<file path="src/rtl/spi_flash_id_responder_pkg.sv">
// Shared definitions for the SPI flash ID responder: opcodes, address
// width and FSM state encoding.
package spi_flash_pkg;

  localparam logic [7:0] OP_MFR_DEV_ID = 8'h90;
  localparam logic [7:0] OP_JEDEC_ID   = 8'h9F;
  localparam logic [7:0] OP_RELEASE_PD = 8'hAB;
  localparam logic [7:0] OP_READ_SR1   = 8'h05;

  localparam int ADDR_BITS = 24;

  typedef enum logic [2:0] {
    ST_IDLE   = 3'd0,
    ST_CMD    = 3'd1,
    ST_ADDR   = 3'd2,
    ST_DATA   = 3'd3,
    ST_IGNORE = 3'd4
  } state_t;

endpackage

</file>
<file path="src/rtl/spi_flash_id_responder_if.sv">
// SPI pin bundle between a flash master and the ID responder.
// Handshake: there is no valid/ready pair on this bus; a transfer is framed
// by spi_cs_n low, the master samples spi_do on rising spi_clk and the slave
// changes spi_do after falling spi_clk, only while spi_do_oe is high.
interface spi_flash_id_responder_if;
  logic spi_cs_n;
  logic spi_clk;
  logic spi_di;
  logic spi_do;
  logic spi_do_oe;

  modport master (output spi_cs_n, output spi_clk, output spi_di,
                  input  spi_do,   input  spi_do_oe);
  modport slave  (input  spi_cs_n, input  spi_clk, input  spi_di,
                  output spi_do,   output spi_do_oe);
endinterface

</file>
<file path="src/rtl/spi_flash_id_responder_edge_sync.sv">
// Multi-flop synchronizer with rise/fall detection on the synchronized
// level. STAGES must be at least 2.
module spi_edge_sync #(
  parameter int STAGES = 2
) (
  input  logic clk,
  input  logic rst,
  input  logic din,
  output logic rise,
  output logic fall
);

  logic [STAGES-1:0] sync_q;
  logic              last_q;

  // Shift the asynchronous input through the chain and keep one cycle of history.
  always_ff @(posedge clk) begin
    if (rst) begin
      sync_q <= '0;
      last_q <= 1'b0;
    end else begin
      sync_q <= {sync_q[STAGES-2:0], din};
      last_q <= sync_q[STAGES-1];
    end
  end

  assign rise = sync_q[STAGES-1] & ~last_q;
  assign fall = ~sync_q[STAGES-1] & last_q;

endmodule

</file>
<file path="src/rtl/spi_flash_id_responder.sv">
// SPI mode-0 slave emulating the ID-read commands of a W25X16-class flash.
// All SPI pins are oversampled in the sys_clk domain.
// Optional: define SPI_RESP_STATUS_EN to answer opcode 0x05 with STATUS_VAL.
module spi_flash_id_responder
  import spi_flash_pkg::*;
#(
  parameter logic [7:0] MFR_ID      = 8'hEF,
  parameter logic [7:0] DEV_ID      = 8'h14,
  parameter logic [7:0] JEDEC_TYPE  = 8'h30,
  parameter logic [7:0] JEDEC_CAP   = 8'h15,
  parameter int         SYNC_STAGES = 2,
  parameter logic [7:0] STATUS_VAL  = 8'h00
) (
  input  logic                     sys_clk,
  input  logic                     sys_rst,
  spi_flash_id_responder_if.slave  spi,
  output logic                     cmd_valid,
  output logic [7:0]               cmd_code,
  output logic                     busy,
  output state_t                   dbg_state
);

  logic cs_rise, cs_fall, sck_rise, sck_fall;
  logic [SYNC_STAGES-1:0] di_sync_q;
  logic di_s;

  state_t     state_q, state_nxt;
  logic [4:0] bit_cnt_q, bit_cnt_nxt;
  logic [6:0] rx_q, rx_nxt;
  logic [7:0] cmd_code_q, cmd_code_nxt;
  logic       addr0_q, addr0_nxt;
  logic [1:0] byte_idx_q, byte_idx_nxt;
  logic [2:0] tx_cnt_q, tx_cnt_nxt;
  logic [6:0] tx_q, tx_nxt;
  logic       do_q, do_nxt;
  logic       oe_q, oe_nxt;
  logic       cmd_valid_q, cmd_valid_nxt;
  logic       busy_q, busy_nxt;
  logic [7:0] cur_byte;

  spi_edge_sync #(.STAGES(SYNC_STAGES)) u_cs_sync (
    .clk(sys_clk), .rst(sys_rst), .din(spi.spi_cs_n), .rise(cs_rise), .fall(cs_fall)
  );

  spi_edge_sync #(.STAGES(SYNC_STAGES)) u_sck_sync (
    .clk(sys_clk), .rst(sys_rst), .din(spi.spi_clk), .rise(sck_rise), .fall(sck_fall)
  );

  // Same depth as the SCK chain so data stays aligned with the detected edge.
  always_ff @(posedge sys_clk) begin
    if (sys_rst) di_sync_q <= '0;
    else         di_sync_q <= {di_sync_q[SYNC_STAGES-2:0], spi.spi_di};
  end
  assign di_s = di_sync_q[SYNC_STAGES-1];

  // Index of the final byte in each opcode's repeating response.
  function automatic logic [1:0] seq_last(input logic [7:0] op);
    case (op)
      OP_MFR_DEV_ID: seq_last = 2'd1;
      OP_JEDEC_ID:   seq_last = 2'd2;
      default:       seq_last = 2'd0;
    endcase
  endfunction

  // Response byte for a given opcode, address bit 0 and position.
  function automatic logic [7:0] seq_byte(input logic [7:0] op, input logic a0,
                                          input logic [1:0] idx);
    case (op)
      OP_MFR_DEV_ID: seq_byte = (idx[0] ^ a0) ? DEV_ID : MFR_ID;
      OP_JEDEC_ID: begin
        case (idx)
          2'd0:    seq_byte = MFR_ID;
          2'd1:    seq_byte = JEDEC_TYPE;
          default: seq_byte = JEDEC_CAP;
        endcase
      end
      OP_RELEASE_PD: seq_byte = DEV_ID;
      OP_READ_SR1:   seq_byte = STATUS_VAL;
      default:       seq_byte = 8'h00;
    endcase
  endfunction

  assign cur_byte = seq_byte(cmd_code_q, addr0_q, byte_idx_q);

  // State and datapath register bank.
  always_ff @(posedge sys_clk) begin
    if (sys_rst) begin
      state_q     <= ST_IDLE;
      bit_cnt_q   <= '0;
      rx_q        <= '0;
      cmd_code_q  <= '0;
      addr0_q     <= 1'b0;
      byte_idx_q  <= '0;
      tx_cnt_q    <= '0;
      tx_q        <= '0;
      do_q        <= 1'b0;
      oe_q        <= 1'b0;
      cmd_valid_q <= 1'b0;
      busy_q      <= 1'b0;
    end else begin
      state_q     <= state_nxt;
      bit_cnt_q   <= bit_cnt_nxt;
      rx_q        <= rx_nxt;
      cmd_code_q  <= cmd_code_nxt;
      addr0_q     <= addr0_nxt;
      byte_idx_q  <= byte_idx_nxt;
      tx_cnt_q    <= tx_cnt_nxt;
      tx_q        <= tx_nxt;
      do_q        <= do_nxt;
      oe_q        <= oe_nxt;
      cmd_valid_q <= cmd_valid_nxt;
      busy_q      <= busy_nxt;
    end
  end

  // Next-state and output logic; chip-select release overrides any SCK edge.
  always_comb begin
    state_nxt     = state_q;
    bit_cnt_nxt   = bit_cnt_q;
    rx_nxt        = rx_q;
    cmd_code_nxt  = cmd_code_q;
    addr0_nxt     = addr0_q;
    byte_idx_nxt  = byte_idx_q;
    tx_cnt_nxt    = tx_cnt_q;
    tx_nxt        = tx_q;
    do_nxt        = do_q;
    oe_nxt        = oe_q;
    cmd_valid_nxt = 1'b0;
    busy_nxt      = busy_q;

    if (cs_rise) begin
      state_nxt = ST_IDLE;
      oe_nxt    = 1'b0;
      do_nxt    = 1'b0;
      busy_nxt  = 1'b0;
    end else begin
      case (state_q)
        ST_IDLE: begin
          if (cs_fall) begin
            state_nxt    = ST_CMD;
            bit_cnt_nxt  = '0;
            rx_nxt       = '0;
            byte_idx_nxt = '0;
            tx_cnt_nxt   = '0;
            busy_nxt     = 1'b1;
          end
        end
        ST_CMD: begin
          if (sck_rise) begin
            rx_nxt      = {rx_q[5:0], di_s};
            bit_cnt_nxt = bit_cnt_q + 5'd1;
            if (bit_cnt_q == 5'd7) begin
              cmd_code_nxt  = {rx_q, di_s};
              cmd_valid_nxt = 1'b1;
              bit_cnt_nxt   = '0;
              case ({rx_q, di_s})
                OP_MFR_DEV_ID, OP_RELEASE_PD: state_nxt = ST_ADDR;
                OP_JEDEC_ID: begin
                  state_nxt = ST_DATA;
                  oe_nxt    = 1'b1;
                end
`ifdef SPI_RESP_STATUS_EN
                OP_READ_SR1: begin
                  state_nxt = ST_DATA;
                  oe_nxt    = 1'b1;
                end
`endif
                default: state_nxt = ST_IGNORE;
              endcase
            end
          end
        end
        ST_ADDR: begin
          if (sck_rise) begin
            bit_cnt_nxt = bit_cnt_q + 5'd1;
            if (bit_cnt_q == 5'(ADDR_BITS - 1)) begin
              addr0_nxt = (cmd_code_q == OP_MFR_DEV_ID) ? di_s : 1'b0;
              state_nxt = ST_DATA;
              oe_nxt    = 1'b1;
            end
          end
        end
        ST_DATA: begin
          if (sck_fall) begin
            tx_cnt_nxt = tx_cnt_q + 3'd1;
            if (tx_cnt_q == 3'd0) begin
              do_nxt       = cur_byte[7];
              tx_nxt       = cur_byte[6:0];
              byte_idx_nxt = (byte_idx_q == seq_last(cmd_code_q)) ? 2'd0 : byte_idx_q + 2'd1;
            end else begin
              do_nxt = tx_q[6];
              tx_nxt = {tx_q[5:0], 1'b0};
            end
          end
        end
        ST_IGNORE: oe_nxt = 1'b0;
        default:   state_nxt = ST_IDLE;
      endcase
    end
  end

  assign spi.spi_do    = do_q;
  assign spi.spi_do_oe = oe_q;
  assign cmd_valid     = cmd_valid_q;
  assign cmd_code      = cmd_code_q;
  assign busy          = busy_q;
  assign dbg_state     = state_q;

endmodule

</file>
<file path="src/flat_wrapper.sv">
// flat-port wrapper written by rule: the top's interface ports become plain ports
module spi_flash_id_responder_flat import spi_flash_pkg::*;
#(
  parameter logic [7:0] MFR_ID      = 8'hEF,
  parameter logic [7:0] DEV_ID      = 8'h14,
  parameter logic [7:0] JEDEC_TYPE  = 8'h30,
  parameter logic [7:0] JEDEC_CAP   = 8'h15,
  parameter int         SYNC_STAGES = 2,
  parameter logic [7:0] STATUS_VAL  = 8'h00
)
  (sys_clk, sys_rst, cmd_valid, cmd_code, busy, dbg_state, spi_spi_cs_n, spi_spi_clk, spi_spi_di, spi_spi_do, spi_spi_do_oe);
  spi_flash_id_responder_if spi_i ();
  input  logic sys_clk;
  input  logic sys_rst;
  output logic cmd_valid;
  output logic [7:0] cmd_code;
  output logic busy;
  output state_t dbg_state;
  input wire logic [$bits(spi_i.spi_cs_n)-1:0] spi_spi_cs_n;
  input wire logic [$bits(spi_i.spi_clk)-1:0] spi_spi_clk;
  input wire logic [$bits(spi_i.spi_di)-1:0] spi_spi_di;
  output wire logic [$bits(spi_i.spi_do)-1:0] spi_spi_do;
  output wire logic [$bits(spi_i.spi_do_oe)-1:0] spi_spi_do_oe;
  assign spi_i.spi_cs_n = spi_spi_cs_n;
  assign spi_i.spi_clk = spi_spi_clk;
  assign spi_i.spi_di = spi_spi_di;
  assign spi_spi_do = spi_i.spi_do;
  assign spi_spi_do_oe = spi_i.spi_do_oe;
  spi_flash_id_responder #(.MFR_ID(MFR_ID), .DEV_ID(DEV_ID), .JEDEC_TYPE(JEDEC_TYPE), .JEDEC_CAP(JEDEC_CAP), .SYNC_STAGES(SYNC_STAGES), .STATUS_VAL(STATUS_VAL)) u_core (.sys_clk(sys_clk), .sys_rst(sys_rst), .spi(spi_i), .cmd_valid(cmd_valid), .cmd_code(cmd_code), .busy(busy), .dbg_state(dbg_state));
endmodule
</file>
<file path="config.mk">
export PLATFORM = sky130hd
export DESIGN_NAME = spi_flash_id_responder_flat
export DESIGN_NICKNAME = d
export VERILOG_FILES = /design/src/rtl/spi_flash_id_responder_pkg.sv /design/src/rtl/spi_flash_id_responder_if.sv /design/src/rtl/spi_flash_id_responder_edge_sync.sv /design/src/rtl/spi_flash_id_responder.sv /design/src/flat_wrapper.sv
export SDC_FILE = /design/constraint.sdc
export NUM_CORES = 1
export LEC_CHECK = 0
export ABC_AREA = 1
export BUFFER_PORTS_ARGS = -buffer_cell sky130_fd_sc_hd__buf_2
export CAP_MARGIN = 30
export CORE_ASPECT_RATIO = 0.6
export CORE_MARGIN = 4
export CORE_UTILIZATION = 45
export DETAILED_ROUTE_END_ITERATION = 7
export SYNTH_ARGS = -nofsm -noshare
export SYNTH_HDL_FRONTEND = slang
export SYNTH_SLANG_ARGS = --single-unit
</file>
<file path="constraint.sdc">
create_clock -name sys_clk -period 2.02 [get_ports sys_clk]
set_input_delay 0.202 -clock sys_clk [delete_from_list [all_inputs] [get_ports sys_clk]]
set_output_delay 0.202 -clock sys_clk [all_outputs]
set_load 0.005 [all_outputs]
</file>
==> impl_metrics.toml, run 1 <==
[sta]
max-slew-margin-rel_pct = 63.5
worst_pin_slew_ns = 0.547
finalCritPeriodShare_pct = 81.0
max_freq_mhz = 611
setup_tns_ns = 0
hold_viol = 0
setup_viol = 0
finalMaxSlewViolations = 0
grt_setup_unrepaired = "no"
period_minus_slack_ns = 1.64
finClkSkew_ns = 0.00773

[synthesis]
ys_top_cells_by_area = "dfxtp_1, nand2_1, a21oi_1"
synth_common_cells = "nand2_1, dfxtp_1, nor2_1"
syn_nets = 359
synth_top_area_share_pct = 39.4
synth_area_per_cell_um2 = 7.03
synthFlopType = "dfxtp_1"
synth_edf_count = 0
yosysTopAreaCell = "dfxtp_1"
yosys_warnings = 0
yosysSeqAreaShare_pct = 39.4
synthArstFlopShare_pct = 0
syn_inst = 347
synth_most_common_cell = "nand2_1"
synth.cell_area_um2 = 2440
synth.distinct_cells = 32
synth-seq-cells = 48

[worst_setup_path]
worstReg2RegEnd = "u_core.dbg_state[2]$_SDFFE_PP0P_"
crit_arrival_ns = 1.87
crit_fanout = 4
cp-end-kind = "flop"
r2r_slack_ns = 0.38
crit_type = "reg -> reg"
rr_worst_depth = 9
start_kind = "flop"
timing.rr.start = "u_core.bit_cnt_q[0]$_SDFFE_PP0P_"
critPathRequiredTime_ns = 2.26

[pwr]
power_leakage_nw = 1.20
cellPowerDensity_nw_per_um2 = 890
total_power_mw = 2.40
ir_drop_v = 0.000570

[clock_tree]
postCtsSetupBuffers = 0
cts.sinks = 48
cts-buffers-inserted = 5
cts-resized-gates = 0
clkSlewWorstSetupHoldPaths_ns = 0.09
h-tree-depth = 2
clk_latency_ns = 0.30
ctsLongestPathBuffers = 2
clock-root-buffer = "clkbuf_8"
cts_hold_buffers = 0
cts_tree = "done"

[routing]
vias = 2160
post-route-drc-count = 0
drtPass1Iterations = 4
wirelength_mm = 5.28
drtIter0Drc = 92
drtAntennaViolNets = 0
vias_per_cell = 4.95
wl_per_cell_um = 12.1

[grt]
grt_pass1_vias = 1961
antenna_found_initial = 0
track_usage_pct = 17.2
grt_overflow = 0
grt_max_degree = 22
grt_pass1_wl_mm = 9.11

[job]
drv_cap = 0

[place]
portBuffers = 19
gp_congestion = 0.844
dp_hpwl_mm = 4.00

[floorplan]
dieArea_um2 = 6700
core_um2 = 5150
fp.dieH_um = 65.0
die_x_um = 103
ioPinCount = 20
row_count = 20
start_util_pct = 47.3

[final_layout]
diodes = 0
drive_gt1_share_pct = 15.7
fillers = 518
areaGrowthSynthToFinish_pct = 10.4
final_nets = 381

[status]
status = "completed"

[min_path]
hold_class = "in -> reg"
min-delay-start = "spi_spi_cs_n"
hold_path_depth = 3
holdPathEnd = "u_core.u_cs_sync.sync_q[0]$_SDFF_PP0_"
metal layers:
layer | part of all wire [%] | wire length (um) | GRT usage, %
met5 | 0 | 0 | 0
met2 | 36 | 1880 | 22.9
met1 | 58 | 3060 | 26.9
met3 | 5.8 | 306 | 4.73
met4 | 0.68 | 36 | 3.88
layout by cell type, fill, tap and decap left out, types with 3 or more instances in the layout:
cell,n
nand2_1,61
dfxtp_1,48
nor2_1,46
inv_1,42
a21oi_1,39
nand3_1,26
o21ai_0,20
buf_2,19
nand4_1,7
nand2_2,7
ha_1,7
nor2_2,6
clkbuf_8,5
inv_2,4
o21ai_1,4
nor2_4,3
xor2_1,3
cells by family (layout without fill, tap and decap cells):
group | Yosys count | in the layout | synth area share [%]
adders and majority gates | 7 | 7 | 3.59
DFF | 48 | 48 | 39.4
AOI/OAI and AO/OA | 69 | 69 | 14.9
buffers and inverters | 53 | 76 | 8.41
and+or+nand+nor | 167 | 167 | 32.6
xor gates and xnor gates | 3 | 3 | 1.08
per-stage QoR:
step	utilization (%)	hold WS, ns	instances	instance area [um^2]	setup slack (ns)
finish	52.2	0.0950	436	2690	0.383
global route	52.2	0.0902	436	2690	0.213
global placement	50.5	0.393	428	2610	0.464
CTS	52.2	0.0839	436	2690	0.396
detailed placement	50.5	0.400	428	2610	0.422
floorplan	-	0.309	347	2440	0.596
area by class of cell:
class	instances	area [um^2]	share of cell area (%)
tap	66	82.6	3.07
multi-input combinational	246	1270	47.3
inverter	48	185	6.88
sequential	48	961	35.7
clock inverter	3	18.8	0.697
clock buffer	5	68.8	2.56
timing repair buffer	20	103	3.81
sequential cells by signal (all words and copies together), names as in the netlist:
signal,flops
u_core.cmd_code,8
u_core.dbg_state,3
u_core.bit_cnt_q,5
u_core.spi.spi_do_oe,1
u_core.u_sck_sync.last_q,1
u_core.di_sync_q,2
u_core.byte_idx_q,2
u_core.u_cs_sync.sync_q,2
u_core.cmd_valid,1
u_core.addr0_q,1
u_core.spi.spi_do,1
u_core.tx_q,7
u_core.u_sck_sync.sync_q,2
u_core.rx_q,7
u_core.tx_cnt_q,3
u_core.u_cs_sync.last_q,1
u_core.busy,1
how the worst max path moves through the flow:
stage	startpoint	end	slack, ns	depth (start not counted)
6_report	u_core.bit_cnt_q[0]$_SDFFE_PP0P_	u_core.dbg_state[2]$_SDFFE_PP0P_	0.38	9
5_1_grt	u_core.bit_cnt_q[0]$_SDFFE_PP0P_	u_core.cmd_code[1]$_SDFFE_PP0P_	0.21	8
3_5_place_dp	u_core.bit_cnt_q[0]$_SDFFE_PP0P_	u_core.cmd_code[5]$_SDFFE_PP0P_	0.42	8
4_1_cts	u_core.bit_cnt_q[0]$_SDFFE_PP0P_	u_core.dbg_state[2]$_SDFFE_PP0P_	0.40	9
2_1_floorplan	u_core.bit_cnt_q[0]$_SDFFE_PP0P_	u_core.cmd_code[6]$_SDFFE_PP0P_	0.60	9
3_3_place_gp	u_core.bit_cnt_q[0]$_SDFFE_PP0P_	u_core.dbg_state[1]$_SDFFE_PP0P_	0.46	8
worst max-delay path: stages, from the launching register on:
cell	delay, ns
dfxtp_1	0.39
ha_1	0.19
nand2_1	0.09
nor3_1	0.35
o21ai_2	0.11
nor2_4	0.14
nand2_2	0.08
nand2_1	0.06
nand2_1	0.04
nor2_1	0.12
power by group:
group / leakage, nW / switching (mW) / total (mW) / internal (mW)
combinational: 0.762 / 0.506 / 0.743 / 0.238
clock: 0.0479 / 0.333 / 0.574 / 0.242
sequential: 0.390 / 0.0651 / 1.08 / 1.01
Note: power is estimated with default switching activity, not from simulation.
==> run 2, diff against run 1 <==
==> constraint.sdc (replaced) <==
create_clock -name sys_clk -period 1.7 [get_ports sys_clk]
set_input_delay 0.17 -clock sys_clk [delete_from_list [all_inputs] [get_ports sys_clk]]
set_output_delay 0.17 -clock sys_clk [all_outputs]
set_load 0.005 [all_outputs]
==> run 2 against run 1 <==
  * Sequential share of layout area decreased by 0.95 points
  * Count of clock-buffer cells in the layout unchanged
  * First-iteration DRC count increased by 26%
  * Global-route usage decreased by 0.20 points
  * Critical endpoint is now u_core.cmd_code[3]$_SDFFE_PP0P_
  * Design area increased by 2.9%
  * Routed wire length increased by 0.53%
  * Register-to-register slack got worse by 0.28 ns
  * Sequential power increased by 19%
  * Highest routed layer unchanged
  * Critical path type unchanged
==> impl_metrics.toml, run 2 (synthesis results as in run 1) <==
[final_layout]
areaGrowthSynthToFinish_pct = 13.5
final_nets = 387
mostFrequentLayoutCells = "nand2_1, dfxtp_1, nor2_1, inv_1, a21oi_1"
largest_reg_flops = 8
drive_gt1_share_pct = 17.6
mostFrequentLayoutCell = "nand2_1"
fillers = 510
diodes = 0

[pwr]
ir_drop_v = 0.000693
cellPowerDensity_nw_per_um2 = 1110
total_power_mw = 3.06
power_leakage_nw = 1.24

[worst_setup_path]
r2r_slack_ns = 0.11
rr_worst_depth = 8
cp-end-kind = "flop"
timing.rr.start = "u_core.bit_cnt_q[1]$_SDFFE_PP0P_"
critPathRequiredTime_ns = 1.90
crit_fanout = 16
crit_path_start = "u_core.bit_cnt_q[1]$_SDFFE_PP0P_"
crit_arrival_ns = 1.80
start_kind = "flop"
crit_type = "reg -> reg"
worstReg2RegEnd = "u_core.cmd_code[3]$_SDFFE_PP0P_"
cp-endpoint = "u_core.cmd_code[3]$_SDFFE_PP0P_"

[sta]
grt_setup_unrepaired = "yes"
hold_ws_ns = 0.0595
finalCritPeriodShare_pct = 93.8
max_freq_mhz = 627
max-slew-margin-rel_pct = 69.2
finClkSkew_ns = 0.00868
finalMaxSlewViolations = 0
hold_viol = 0
worst_pin_slew_ns = 0.460
period_minus_slack_ns = 1.59
setup_viol = 0

[routing]
wl_per_cell_um = 12.0
vias_per_cell = 4.88
drtPass1Iterations = 4
drtIter0Drc = 116
drtAntennaViolNets = 0
wirelength_mm = 5.31
post-route-drc-count = 0
vias = 2159

[grt]
grt_pass1_vias = 1921
grt_overflow = 0
grt_pass1_wl_mm = 9.04
track_usage_pct = 17.0
grt_max_degree = 17
antenna_found_initial = 0

[status]
status = "completed"

[floorplan]
ioPinCount = 20
dieArea_um2 = 6700
start_util_pct = 47.3
core_um2 = 5150
die_x_um = 103
row_count = 20
fp.dieH_um = 65.0

[clock_tree]
clkSlewWorstSetupHoldPaths_ns = 0.10
clock-root-buffer = "clkbuf_8"
cts-buffers-inserted = 5
ctsLongestPathBuffers = 2
h-tree-depth = 2
cts_tree = "done"
cts.sinks = 48
clk_latency_ns = 0.31

[place]
gp_congestion = 0.862
dp_hpwl_mm = 4.10
portBuffers = 19

[min_path]
hold_path_depth = 3
hold_class = "in -> reg"

[job]
drv_cap = 0
[run 2: changes by cell type in the layout (fill, tap and decap cells not counted), sizes merged]
cell / delta
buf: +6
clkinv: -3
inv: +1
bufinv: +1
clkinvlp: +1
[run 2: how the worst min path moves through the flow]
| stage | start | end | slack [ns] |
|---|---|---|---|
| 2_1_floorplan | spi_spi_di | u_core.di_sync_q[0]$_SDFF_PP0_ | 0.28 |
| 3_3_place_gp | spi_spi_cs_n | u_core.u_cs_sync.sync_q[0]$_SDFF_PP0_ | 0.37 |
| 3_5_place_dp | spi_spi_clk | u_core.u_sck_sync.sync_q[0]$_SDFF_PP0_ | 0.38 |
| 4_1_cts | spi_spi_clk | u_core.u_sck_sync.sync_q[0]$_SDFF_PP0_ | 0.05 |
| 5_1_grt | spi_spi_clk | u_core.u_sck_sync.sync_q[0]$_SDFF_PP0_ | 0.06 |
| 6_report | spi_spi_clk | u_core.u_sck_sync.sync_q[0]$_SDFF_PP0_ | 0.06 |
[run 2: final cells by class]
type	count	area, um^2	area share, %
clock buffer	5	68.8	2.48
clock inverter	3	46.3	1.67
inverter	48	185	6.68
multi-input combinational	246	1280	46.1
sequential	48	962	34.7
tap	66	82.6	2.98
timing repair buffer	26	148	5.33
[run 2: per-layer routing]
layer  share of wire, %  vias up  track usage (%)
li1                   -     1181                -
met1                 58      925             26.8
met2                 37       48             22.4
met3                4.7        5             4.30
met4               0.87        0             4.36
met5                  0        -                0
[run 2: timing repair]
action	4_1_cts	5_1_grt
hold buffers	0	0
resized for setup	0	6
endpoints found under the setup margin	0	8
buffers inserted	0	1
hold endpoints to repair	0	0
[run 2: worst max-delay path, cell delays in order, from the launching register on]
cell	delay (ns)
dfxtp_1	0.39
ha_1	0.19
nand2_1	0.09
inv_1	0.08
nand3_1	0.12
inv_1	0.12
nand4_4	0.22
o21ai_1	0.24
a21oi_1	0.06
[run 2: where the power goes]
part	internal (mW)	switching, mW	total [mW]	leakage, nW
clock	0.444	0.415	0.859	0.0548
sequential	1.21	0.0711	1.28	0.390
combinational	0.306	0.618	0.925	0.792
total	1.96	1.10	3.06	1.24
[run 2: through the flow]
| stage | instance area (um^2) | TNS (ns) | util, % | instances | setup WS [ns] |
|---|---|---|---|---|---|
| floorplan | 2440 | 0 | - | 347 | 0.276 |
| global placement | 2640 | 0 | 51.3 | 433 | 0.195 |
| detailed placement | 2640 | 0 | 51.3 | 433 | 0.0931 |
| CTS | 2760 | 0 | 53.5 | 441 | 0.0936 |
| global route | 2770 | -0.0597 | 53.7 | 442 | -0.0361 |
| finish | 2770 | 0 | 53.7 | 442 | 0.106 |
